**src/rtl/imm_encoder.sv**
```systemverilog
// -----------------------------------------------------------------------------
// imm_encoder
//
// Two-stage pipelined RISC-V immediate encoder. Scatters a 32-bit immediate
// into the I/S/B/J/U instruction bit positions and merges it into a base
// instruction word. The format select uses the same encoding as the core's
// immediate extender, so an encode/extend pair round-trips.
//
//   Stage 1 (check): registers the request and classifies the immediate.
//   Stage 2 (pack) : builds the instruction word and presents the result.
//
// Ports:
//   clk        in   1   rising-edge clock
//   reset_n    in   1   asynchronous active-low reset
//   in_valid   in   1   request valid
//   in_ready   out  1   request can be accepted this cycle (combinational
//                       on out_ready)
//   in_immsrc  in   3   000 I, 001 S, 010 B, 011 J, 100 U, others unsupported
//   in_imm     in  32   immediate, two's complement (byte offset for B/J)
//   in_base    in  32   instruction word; immediate-field bits are replaced
//   out_valid  out  1   result valid
//   out_ready  in   1   consumer accepts the result
//   out_instr  out 32   encoded instruction
//   out_err    out  2   00 ok, 01 out of range, 10 misaligned, 11 unsupported
//   err_cnt    out  8   saturating count of delivered errored results
//
// Build option:
//   IMM_ENCODER_ERR_CNT_EN  when defined, the saturating error counter is
//                           built; otherwise err_cnt is tied to zero.
// -----------------------------------------------------------------------------
module imm_encoder (
  input  logic        clk,
  input  logic        reset_n,
  input  logic        in_valid,
  output logic        in_ready,
  input  logic [2:0]  in_immsrc,
  input  logic [31:0] in_imm,
  input  logic [31:0] in_base,
  output logic        out_valid,
  input  logic        out_ready,
  output logic [31:0] out_instr,
  output logic [1:0]  out_err,
  output logic [7:0]  err_cnt
);

  localparam logic [2:0] FMT_I = 3'b000;
  localparam logic [2:0] FMT_S = 3'b001;
  localparam logic [2:0] FMT_B = 3'b010;
  localparam logic [2:0] FMT_J = 3'b011;
  localparam logic [2:0] FMT_U = 3'b100;

  localparam logic [1:0] ERR_OK    = 2'b00;
  localparam logic [1:0] ERR_RANGE = 2'b01;
  localparam logic [1:0] ERR_ALIGN = 2'b10;
  localparam logic [1:0] ERR_FMT   = 2'b11;

  // Classify an immediate for the selected format. Unsupported format wins
  // over misalignment, which wins over range.
  function automatic logic [1:0] f_check_err(input logic [2:0]  immsrc,
                                             input logic [31:0] imm);
    logic [1:0] err;
    err = ERR_OK;
    case (immsrc)
      FMT_I, FMT_S: begin
        // 12-bit signed field: bits above bit 10 must all be sign copies
        if (!((&imm[31:11]) || !(|imm[31:11]))) err = ERR_RANGE;
        else                                    err = ERR_OK;
      end
      FMT_B: begin
        if (imm[0])                                  err = ERR_ALIGN;
        else if (!((&imm[31:12]) || !(|imm[31:12]))) err = ERR_RANGE;
        else                                         err = ERR_OK;
      end
      FMT_J: begin
        if (imm[0])                                  err = ERR_ALIGN;
        else if (!((&imm[31:20]) || !(|imm[31:20]))) err = ERR_RANGE;
        else                                         err = ERR_OK;
      end
      FMT_U: begin
        // U carries only the upper 20 bits; any low bit is lost
        if (|imm[11:0]) err = ERR_RANGE;
        else            err = ERR_OK;
      end
      default: err = ERR_FMT;
    endcase
    return err;
  endfunction

  // Scatter the immediate into its instruction fields over the base word.
  // Out-of-range or misaligned immediates are still packed from the
  // truncated bits so the output is deterministic.
  function automatic logic [31:0] f_pack(input logic [2:0]  immsrc,
                                         input logic [31:0] imm,
                                         input logic [31:0] base);
    logic [31:0] word;
    word = base;
    case (immsrc)
      FMT_I: word[31:20] = imm[11:0];
      FMT_S: begin
        word[31:25] = imm[11:5];
        word[11:7]  = imm[4:0];
      end
      FMT_B: begin
        word[31]    = imm[12];
        word[30:25] = imm[10:5];
        word[11:8]  = imm[4:1];
        word[7]     = imm[11];
      end
      FMT_J: begin
        word[31]    = imm[20];
        word[30:21] = imm[10:1];
        word[20]    = imm[11];
        word[19:12] = imm[19:12];
      end
      FMT_U:   word[31:12] = imm[31:12];
      default: word = base;
    endcase
    return word;
  endfunction

  // Stage 1 holding registers
  logic        r_s1_valid;
  logic [2:0]  r_s1_immsrc;
  logic [31:0] r_s1_imm;
  logic [31:0] r_s1_base;
  logic [1:0]  r_s1_err;

  // Stage 2 (output) registers
  logic        r_s2_valid;
  logic [31:0] r_s2_instr;
  logic [1:0]  r_s2_err;

  logic        w_s2_free;
  logic        w_s2_load;
  logic        w_in_fire;
  logic [1:0]  w_in_err;
  logic [31:0] w_s1_packed;

  // Stage 2 can take a new entry when empty or when it is draining now;
  // this is what lets a drain and an accept happen in the same cycle.
  assign w_s2_free   = !r_s2_valid || out_ready;
  assign w_s2_load   = r_s1_valid && w_s2_free;
  assign in_ready    = !r_s1_valid || w_s2_load;
  assign w_in_fire   = in_valid && in_ready;
  assign w_in_err    = f_check_err(in_immsrc, in_imm);
  assign w_s1_packed = f_pack(r_s1_immsrc, r_s1_imm, r_s1_base);

  // Two-entry pipeline: check stage and pack stage with valid/ready advance
  always_ff @(posedge clk or negedge reset_n) begin
    if (!reset_n) begin
      r_s1_valid  <= 1'b0;
      r_s1_immsrc <= 3'b000;
      r_s1_imm    <= 32'h0000_0000;
      r_s1_base   <= 32'h0000_0000;
      r_s1_err    <= 2'b00;
      r_s2_valid  <= 1'b0;
      r_s2_instr  <= 32'h0000_0000;
      r_s2_err    <= 2'b00;
    end else begin
      if (w_s2_load) begin
        r_s2_valid <= 1'b1;
        r_s2_instr <= w_s1_packed;
        r_s2_err   <= r_s1_err;
      end else if (out_ready) begin
        r_s2_valid <= 1'b0;
      end else begin
        // stalled: hold the presented result stable
        r_s2_valid <= r_s2_valid;
      end

      if (w_in_fire) begin
        r_s1_valid  <= 1'b1;
        r_s1_immsrc <= in_immsrc;
        r_s1_imm    <= in_imm;
        r_s1_base   <= in_base;
        r_s1_err    <= w_in_err;
      end else if (w_s2_load) begin
        r_s1_valid <= 1'b0;
      end else begin
        r_s1_valid <= r_s1_valid;
      end
    end
  end

  assign out_valid = r_s2_valid;
  assign out_instr = r_s2_instr;
  assign out_err   = r_s2_err;

`ifdef IMM_ENCODER_ERR_CNT_EN
  logic [7:0] r_err_cnt;
  logic       w_out_fire;

  assign w_out_fire = r_s2_valid && out_ready;

  // Saturating count of errored results taken by the consumer
  always_ff @(posedge clk or negedge reset_n) begin
    if (!reset_n) begin
      r_err_cnt <= 8'd0;
    end else if (w_out_fire && (r_s2_err != ERR_OK) && (r_err_cnt != 8'hFF)) begin
      r_err_cnt <= r_err_cnt + 8'd1;
    end else begin
      r_err_cnt <= r_err_cnt;
    end
  end

  assign err_cnt = r_err_cnt;
`else
  assign err_cnt = 8'd0;
`endif

endmodule

```
**config.mk**
```make
export PLATFORM = sky130hd
export DESIGN_NAME = imm_encoder
export DESIGN_NICKNAME = d
export VERILOG_FILES = /design/src/rtl/imm_encoder.sv
export SDC_FILE = /design/constraint.sdc
export NUM_CORES = 1
export LEC_CHECK = 0
export BUFFER_PORTS_ARGS = -buffer_cell sky130_fd_sc_hd__buf_2
export CORE_MARGIN = 1.5
export CORE_UTILIZATION = 40
export CTS_CLUSTER_SIZE = 16
export DETAILED_ROUTE_END_ITERATION = 16
export HOLD_SLACK_MARGIN = 0.03
export PLACE_DENSITY = 0.69
export SLEW_MARGIN = 20
export SYNTH_ARGS = -nofsm -noshare
export SYNTH_HDL_FRONTEND = slang
export SYNTH_SLANG_ARGS = --single-unit
```
**constraint.sdc**
```tcl
create_clock -name clk -period 3.6 [get_ports clk]
set_input_delay 0.54 -clock clk [delete_from_list [all_inputs] [get_ports clk]]
set_output_delay 0.54 -clock clk [all_outputs]
set_load 0.02 [all_outputs]
```
==> run metrics <==
status=finished clean; DP HPWL=7650 um; FF+latch count, synth=105; CP endpoint kind=register; Critical Path Sink=out_instr[14]; TNS Setup=0 ps; Final Wtd Congestion=0.852; FMAX=422 MHz; drt pass-1 iters=4; Ys Warns=0; register area share after synthesis=0.562; RSZ-0062 raised after global routing=no; Die ar.=12300 sq um; mapped cell area=4680 sq um; via count=3278; vias in the first global route=3348; antenna fix cells=0; Synth async-reset ratio=1.00; R2R Path End=out_instr[14]; GRT Resource Usage Total=0.180; Layout Nets=557; Yosys cell types=30; global routing's busiest layer=met2; # DRC=0; pins over their slew limit=0; Root Driver=clkbuf_16; cells along the critical path=nor2b_1 -> mux2i_4 -> mux2i_1 -> o21ai_1; Max Cap Viol=0; final period utilization=0.658; met1 Use GR=0.230; remaining global-route overflow=0; kind of critical path=reg2reg; CP delay by family, top=flip-flops; most frequent cells in the layout=buf_2, dfrtp_1, mux2_2; Fill cells=1077; worst reg-to-reg path cell count=4; Synth Instances=388; Post CTS Setup Buffer Count=0; Die Y=111 um; Routed Antenna Nets=0; Rel. slew slack=0.371; met3 Use GR=0.0678; dpl cells=618; Final Hold Fails=0; Synth Flop Type=dfrtp_1; starting density of the core=0.409; final cell count without fillers=634; class of the worst hold path=in2async; LEAKAGE=2.54 nW; Cell Pwr Density=591 nW/um^2; Clock Sink Count=105; Post-synth EDFFs=0; htree depth=3; maximum number of pins on one net before global-route repair=50; number of cells on the critical path=4; met2 usage=0.286; WP data required=3790 ps; Area Overhead vs Synth=19.4%; num rows=39; core area=11400 sq um; worst skew pair latency=340 ps; CTS tree=built; CP Data Arrival Time=2560 ps; area leader, netlist=dfrtp_1; Layout Utilization=0.489; Mean Syn Cell Area=12.1 sq um; R2R Setup Slk=1230 ps; CP max-delay cell=dfrtp_1; via/cell ratio=5.17; dominant cells by area after synthesis=dfrtp_1, mux2_2, mux2i_1; Worst VDD drop=0.321 mV; total wire length=10500 um; Iter 0 DRT Violations=172; CTS max path bufs=2; crit path buf inv count=0; layout cells sized above 1=0.418; hold_buf cts=0; Crit path largest cell delay=960 ps; Crit Path Max Fanout=30; first-pass GRT wire length=17400 um; number of I/O port buffers=106; Worst setup SP type=register; Slew @ Worst Pin=943 ps; Critical R2R Launch=r_s1_immsrc[2]; fin crit period=2370 ps; final setup fails=0; initial antenna violation count=0; post-CTS resize count=0; CTS Buf Count=9; I/O pin cnt=115; Worst-path clk slew=70 ps; clk_skew=4.95 ps; drt wl/cell=16.6 um; Total Power=3.30 mW; top cell type's share of synthesized area=0.562; Die W=111 um; critical path startpoint=r_s1_immsrc[2]
==> state kept, by name (all words and copies together), names as in the netlist <==
name / count
r_s1_immsrc: 3
r_s1_valid: 1
out_instr: 32
r_s1_base: 32
r_s1_imm: 32
out_valid: 1
out_err: 2
r_s1_err: 2
==> cells by family after synthesis <==
group | share of synthesized area
flops | 0.562
mux | 0.231
simple gates | 0.0966
compound gates | 0.0714
buf+inv | 0.0364
xor+xnor | 0.00187
other cells | 0.000802
==> stage by stage <==
step | setup slack [ps] | hold slack (ps) | area [sq um]
after floorplan | 1830 | 244 | 4700
after global placement | 1360 | 461 | 5290
after detailed placement | 1270 | 469 | 5290
after CTS | 1240 | 154 | 5580
after global routing | 1020 | 166 | 5580
final | 1230 | 136 | 5580
==> power breakdown <==
group / total (mW) / switching, mW / leakage (nW) / internal, mW
Combinational: 0.772 / 0.428 / 1.17 / 0.344
Clock: 0.964 / 0.405 / 0.137 / 0.560
Sequential: 1.56 / 0.164 / 1.24 / 1.40
Total: 3.30 / 0.997 / 2.54 / 2.30
==> layer usage <==
layer,vias to the layer above,wire length (um)
li1,1558,-
met1,1628,4690
met2,85,4930
met3,7,782
met4,0,102
met5,-,0
==> worst min-delay path by stage <==
stage	cells after the start	start	slack [ps]	end
final	1	reset_n	140	out_instr[16]
after global routing	1	reset_n	170	out_instr[16]
after CTS	1	reset_n	150	out_instr[16]
after detailed placement	2	out_instr[7]	470	out_instr[7]
after global placement	2	out_instr[11]	460	out_instr[11]
after floorplan	0	reset_n	240	out_err[0]
==> cell usage after synthesis (2+ instances only) <==
cell type	count
a21oi_1	7
a22oi_1	5
buf_2	13
buf_4	9
clkbuf_1	7
dfrtp_1	105
mux2_2	77
mux2i_1	19
nand2_1	41
nand2b_1	7
nand3_1	12
nand4_1	7
nor2_1	8
nor2_2	2
nor2b_1	3
nor3_1	2
nor3b_1	2
nor4_1	8
o211ai_1	2
o21ai_0	34
o21ai_1	9
==> layout make-up <==
type,instances,area (sq um),area share
sequential,105,2630,0.471
clock buffer,14,254,0.0455
timing repair buffer,110,576,0.103
multi-input combinational,260,1910,0.342
clock inverter,2,37.5,0.00672
tap,143,179,0.0320
==> worst register-to-register path, cell delays in order, from the launching register on <==
cell	delay (ps)
dfrtp_1	960
nor2b_1	400
mux2i_4	510
mux2i_1	260
o21ai_1	80
Power figures use the tool's default switching activity.
